**src/rtl/spi_pkg.sv**
```systemverilog
// Shared SPI definitions: slave/master state encoding and default word length.
package spi_pkg;

    typedef enum logic {
        IDLE   = 1'b0,
        ACTIVE = 1'b1
    } spi_state_e;

    localparam int unsigned SPI_D_WIDTH = 8;

endpackage

```
**src/rtl/spi_sync.sv**
```systemverilog
// Two-flop synchroniser for an asynchronous single-bit input; resets to RST_VAL.
module spi_sync #(
    parameter logic RST_VAL = 1'b0
) (
    input  logic clk,
    input  logic rst_n,
    input  logic d,
    output logic q
);

    logic meta;

    always_ff @(posedge clk or negedge rst_n) begin
        if (!rst_n) begin
            meta <= RST_VAL;
            q    <= RST_VAL;
        end else begin
            meta <= d;
            q    <= meta;
        end
    end

endmodule

```
**src/rtl/spi_slave.sv**
```systemverilog
// SPI slave, all four cpol/cpha modes, MSB first, single-word tx buffer, continuous mode.
// Optional overrun detection with rx_ack strobe when SPI_SLAVE_OVR_EN is defined.
module spi_slave
    import spi_pkg::*;
#(
    parameter int unsigned D_WIDTH = SPI_D_WIDTH
) (
    input  logic               clk,
    input  logic               rst_n,
    input  logic               cpol,
    input  logic               cpha,
    input  logic               sclk,
    input  logic               ss_n,
    input  logic               mosi,
    output logic               miso,
    output logic               miso_oe,
    input  logic [D_WIDTH-1:0] tx_data,
    input  logic               tx_valid,
    output logic               tx_ready,
    output logic [D_WIDTH-1:0] rx_data,
    output logic               rx_valid,
    output logic               busy,
`ifdef SPI_SLAVE_OVR_EN
    input  logic               rx_ack,
`endif
    output logic               rx_ovr
);

    localparam int unsigned CW = $clog2(D_WIDTH);

    spi_state_e state, state_nxt;

    logic sclk_s, ss_s, mosi_s;
    logic sclk_d, ss_d;
    logic [1:0] settle;
    logic armed;

    logic [CW-1:0]      bit_cnt;
    logic               fresh;
    logic [D_WIDTH-1:0] tx_shift;
    logic [D_WIDTH-2:0] rx_shift;
    logic [D_WIDTH-1:0] tx_buf;
    logic               buf_full;

    logic ss_fall, ss_rise, enter, active_ok;
    logic sclk_edge, lead, trail, sample, shift_evt;
    logic last_bit, word_done, reload, load_word, shift_en, tx_wr;

    spi_sync #(.RST_VAL(1'b0)) u_sync_sclk (.clk(clk), .rst_n(rst_n), .d(sclk), .q(sclk_s));
    spi_sync #(.RST_VAL(1'b1)) u_sync_ss   (.clk(clk), .rst_n(rst_n), .d(ss_n), .q(ss_s));
    spi_sync #(.RST_VAL(1'b0)) u_sync_mosi (.clk(clk), .rst_n(rst_n), .d(mosi), .q(mosi_s));

    // armed: after reset, ss_n must be seen high (synchroniser flushed) before a fall counts
    assign ss_fall   = ss_d & ~ss_s & armed;
    assign ss_rise   = ~ss_d & ss_s;
    assign enter     = (state == IDLE) & ss_fall;
    assign active_ok = (state == ACTIVE) & ~ss_rise;

    assign sclk_edge = sclk_s ^ sclk_d;
    assign lead      = sclk_edge & (sclk_s != cpol);
    assign trail     = sclk_edge & (sclk_s == cpol);
    assign sample    = active_ok & (cpha ? trail : lead);
    assign shift_evt = active_ok & (cpha ? lead : trail);

    // bit_cnt==0 at a shift edge: either the very first cpha=1 edge (MSB already out) or a word boundary
    assign last_bit  = (bit_cnt == CW'(D_WIDTH - 1));
    assign word_done = sample & last_bit;
    assign reload    = shift_evt & (bit_cnt == '0) & ~fresh;
    assign load_word = enter | reload;
    assign shift_en  = shift_evt & (bit_cnt != '0);
    assign tx_wr     = tx_valid & (~buf_full | load_word);
    assign tx_ready  = ~buf_full;

    always_ff @(posedge clk or negedge rst_n) begin
        if (!rst_n) state <= IDLE;
        else        state <= state_nxt;
    end

    always_comb begin
        state_nxt = state;
        case (state)
            IDLE:    if (enter)   state_nxt = ACTIVE;
            ACTIVE:  if (ss_rise) state_nxt = IDLE;
            default: state_nxt = IDLE;
        endcase
    end

    always_comb begin
        miso    = 1'b0;
        miso_oe = 1'b0;
        busy    = 1'b0;
        if (state == ACTIVE) begin
            miso    = tx_shift[D_WIDTH-1];
            miso_oe = 1'b1;
            busy    = 1'b1;
        end
    end

    always_ff @(posedge clk or negedge rst_n) begin
        if (!rst_n) begin
            sclk_d <= 1'b0;
            ss_d   <= 1'b1;
            settle <= '0;
            armed  <= 1'b0;
        end else begin
            sclk_d <= sclk_s;
            ss_d   <= ss_s;
            if (settle != 2'd3) settle <= settle + 2'd1;
            armed  <= armed | ((settle == 2'd3) & ss_s);
        end
    end

    always_ff @(posedge clk or negedge rst_n) begin
        if (!rst_n) begin
            bit_cnt  <= '0;
            fresh    <= 1'b0;
            tx_shift <= '0;
            rx_shift <= '0;
            tx_buf   <= '0;
            buf_full <= 1'b0;
            rx_data  <= '0;
            rx_valid <= 1'b0;
        end else begin
            rx_valid <= 1'b0;
            if (tx_wr) tx_buf <= tx_data;
            buf_full <= tx_wr | (buf_full & ~load_word);

            if (enter) begin
                bit_cnt <= '0;
                fresh   <= 1'b1;
            end else if (sample) begin
                fresh    <= 1'b0;
                rx_shift <= {rx_shift[D_WIDTH-3:0], mosi_s};
                if (last_bit) begin
                    bit_cnt  <= '0;
                    rx_data  <= {rx_shift, mosi_s};
                    rx_valid <= 1'b1;
                end else begin
                    bit_cnt <= bit_cnt + 1'b1;
                end
            end

            if (load_word)     tx_shift <= buf_full ? tx_buf : '0;
            else if (shift_en) tx_shift <= {tx_shift[D_WIDTH-2:0], 1'b0};
        end
    end

`ifdef SPI_SLAVE_OVR_EN
    logic rx_pending;

    always_ff @(posedge clk or negedge rst_n) begin
        if (!rst_n) begin
            rx_pending <= 1'b0;
            rx_ovr     <= 1'b0;
        end else begin
            rx_pending <= (rx_pending & ~rx_ack) | word_done;
            if (word_done & rx_pending & ~rx_ack) rx_ovr <= 1'b1;
        end
    end
`else
    assign rx_ovr = 1'b0;
`endif

endmodule

```
**config.mk**
```make
export PLATFORM = sky130hd
export DESIGN_NAME = spi_slave
export DESIGN_NICKNAME = d
export VERILOG_FILES = /design/src/rtl/spi_pkg.sv /design/src/rtl/spi_sync.sv /design/src/rtl/spi_slave.sv
export SDC_FILE = /design/constraint.sdc
export NUM_CORES = 1
export LEC_CHECK = 0
export CORE_MARGIN = 8
export CORE_UTILIZATION = 53
export DETAILED_ROUTE_END_ITERATION = 6
export GPL_TIMING_DRIVEN = 1
export PLACE_DENSITY_LB_ADDON = 0.15
export SLEW_MARGIN = 15
export SYNTH_ARGS = -nofsm -noshare
export SYNTH_HDL_FRONTEND = slang
export SYNTH_SLANG_ARGS = --single-unit
```
**constraint.sdc**
```tcl
create_clock -name clk -period 2.3 [get_ports clk]
set_input_delay 0.46 -clock clk [delete_from_list [all_inputs] [get_ports clk]]
set_output_delay 0.46 -clock clk [all_outputs]
set_load 0.01 [all_outputs]
```
==> impl_metrics.tcl <==
set metrics [dict create \
    synth-async-reset-ratio 1.00 \
    power.density_nw_per_um2 877 \
    cts_max_level 2 \
    grt_pass1_vias 1240 \
    hp-class "in -> async" \
    vias 1178 \
    arrival_ps 2310 \
    p_sw_frac 0.262 \
    setup_violations 0 \
    synth.area.top_cells "dfrtp_1 57%, mux2_2 9.5%, mux2_4 6.0%" \
    cts_tree "built" \
    clkLatencyLatePin_ps 300 \
    dp.final_hpwl_um 2470 \
    fin_crit_ps 2130 \
    grt_max_degree 22 \
    firstDrtPassIters 4 \
    synth.top_cell.area_share 0.570 \
    synth_simple_gate_area_frac 0.0707 \
    pre_cts_ws_ps -187 \
    power_mw 2.17 \
    syn_area_per_cell_sq_um 13.9 \
    gp_congestion 0.745 \
    ctsHoldBuffers 0 \
    cts-resized-gates 0 \
    synth_fa_ha_area_frac 0.0248 \
    numCtsBuffers 5 \
    maxCapViolations 0 \
    fin_skew_ps 4.92 \
    setup_slack_ps 171 \
    coreArea_sq_um 3660 \
    clockRootBuffer "clkbuf_8" \
    die-area_sq_um 6040 \
    required_ps 2480 \
    path_clk_slew_ps 80 \
    netlist_area_sq_um 2020 \
    synth_xor_area_frac 0.0124 \
    critPathKind "in -> reg" \
    ys_types 26 \
    place.port_buffers 28 \
    synthesis.nets 165 \
    drive_above_1_share 0.263 \
    cts_setup_buffers 0 \
    grt_usage 0.121 \
    synth-edff-count 0 \
    synth_warnings 0 \
    comb_power_share 0.201 \
    ys.flop_type "dfrtp_1" \
    wl_um 3280 \
    initial_core_util 0.551 \
    syn_to_final_growth_pct 22.6 \
    clk_path_buf_depth 2 \
    outcome "complete, no violations" \
    startpoint_type "primary input" \
    die-width_um 77.7 \
    clock-sinks 49 \
    grt_pass1_wl_um 5780 \
    grt.overflow.total 0 \
    nNetsFinal 198 \
    io_pins 30 \
    final_core_util 0.676 \
    rsz0062_at_grt "false" \
    yosysTopAreaCell "dfrtp_1" \
    seq_area_frac_synth 0.609 \
    drc_errors 0 \
    synth_top_family_by_area "multiplexers" \
    num_antenna_cells 0 \
    power.switching_mw 0.568 \
    clock.fmax_mhz 470 \
    synth_common_cells "46 x dfrtp_1, 17 x mux2_2, 12 x o21ai_0, 9 x nand3_1" \
    dpl.cell_count 219 \
    final_antenna_net_count 0 \
    p_int_mw 1.60 \
    power_frac_seq 0.552 \
    muxShareOfSynthArea 0.194 \
    p_leak_nw 1.13 \
    synth_cells 145 \
    final_hold_viol_count 0 \
    via_per_inst 5.19 \
    clkPwrFrac 0.246 \
    holdWs_ps 63.0 \
    final_cells 227 \
    yosys_register_bits 49 \
    fin_crit_sh 0.926 \
    synth_most_common_cell "dfrtp_1" \
    grt_antenna_before_repair 0 \
    synth-compound-area-share 0.0589 \
    finalMaxSlewViolations 0 \
    end_kind "flip-flop" \
    cp_max_fo 8 \
    rows 22 \
    die_y_um 77.7 \
    ir_worst_vdd_mv 0.483 \
    wl_per_cell_um 14.4 \
    drt_iter0_drc 42 \
]
metrics by stage:
stage | setup TNS, ps | area (sq um)
2_1_floorplan | 0 | 2020
3_3_place_gp | -1780 | 2370
3_5_place_dp | -2730 | 2370
4_1_cts | 0 | 2470
5_1_grt | 0 | 2470
6_report | 0 | 2470
layout by cell type (no fill, tap or decap), types with 2 or more instances in the layout:
cell type / Yosys / final
buf_4: 2 / 5
clkbuf_8: 0 / 7
clkdlybuf4s50_1: 0 / 27
dfrtp_1: 46 / 46
dfstp_2: 3 / 3
ha_1: 4 / 4
inv_1: 4 / 4
mux2_2: 17 / 17
mux2_4: 8 / 8
mux2i_1: 8 / 8
nand2_1: 8 / 8
nand2b_1: 3 / 3
nand3_1: 9 / 9
nor2_1: 2 / 2
nor2b_1: 3 / 2
o21ai_0: 12 / 12
critical path, stage by stage:
cell and delay [ps]:
clkdlybuf4s50_1 450, xnor2_2 220, mux2i_1 400, o41ai_4 160, o21ai_4 170, buf_12 150, mux2_4 300
flip-flops by register name, indices dropped and copies added (netlist names):
| signal | cells |
|---|---|
| armed | 1 |
| bit_cnt | 3 |
| buf_full | 1 |
| fresh | 1 |
| rx_data | 8 |
| rx_shift | 7 |
| rx_valid | 1 |
| sclk_d | 1 |
| settle | 2 |
| ss_d | 1 |
| state | 1 |
| tx_buf | 8 |
| tx_shift | 8 |
| u_sync_mosi.meta | 1 |
| u_sync_mosi.q | 1 |
| u_sync_sclk.meta | 1 |
| u_sync_sclk.q | 1 |
| u_sync_ss.meta | 1 |
| u_sync_ss.q | 1 |
cell type report:
type	count	area (sq um)
Tap cell	48	60.1
Sequential cell	49	1230
Timing Repair Buffer	34	333
Multi-Input combinational cell	84	734
Inverter	4	15.0
Clock inverter	1	5.00
Clock buffer	7	96.3
Fill cell	275	1190
metal layers:
layer / global-route usage / share of wire / wire, um / vias up
met2: 0.188 / 0.48 / 1580 / 25
met5: 0 / 0 / 0 / -
met1: 0.137 / 0.45 / 1470 / 584
met3: 0.0530 / 0.052 / 172 / 6
li1: - / - / - / 563
met4: 0.0623 / 0.018 / 59 / 0
cell families after synthesis:
group | count (synthesis)
and+or+nand+nor | 28
xor gates and xnor gates | 2
muxes | 33
buffers and inverters | 12
AOI/OAI and AO/OA | 16
other | 1
DFF | 49
adders and majority gates | 4
final timing paths:
path                            cells past startpoint  slack (ps)             to              from
worst max-delay path                                7         170      tx_buf[0]              cpol
worst min-delay path                                1          60      tx_buf[7]             rst_n
worst max register to register                      6         460      tx_buf[0]     u_sync_sclk.q
worst min register to register                      0         350  u_sync_sclk.q  u_sync_sclk.meta
max in group asynchronous                           2        1630     rx_data[3]             rst_n
min in group clk                                    0         350  u_sync_sclk.q  u_sync_sclk.meta
power groups by stage:
stage,Sequential [mW],Clock (mW),Combinational [mW]
5_1_grt,1.23,0.591,0.494
3_5_place_dp,1.22,0,0.443
6_report,1.20,0.534,0.437
3_3_place_gp,1.21,0,0.425
2_1_floorplan,1.17,0,0.323
4_1_cts,1.20,0.552,0.444
(Power assumes the default switching activity.)
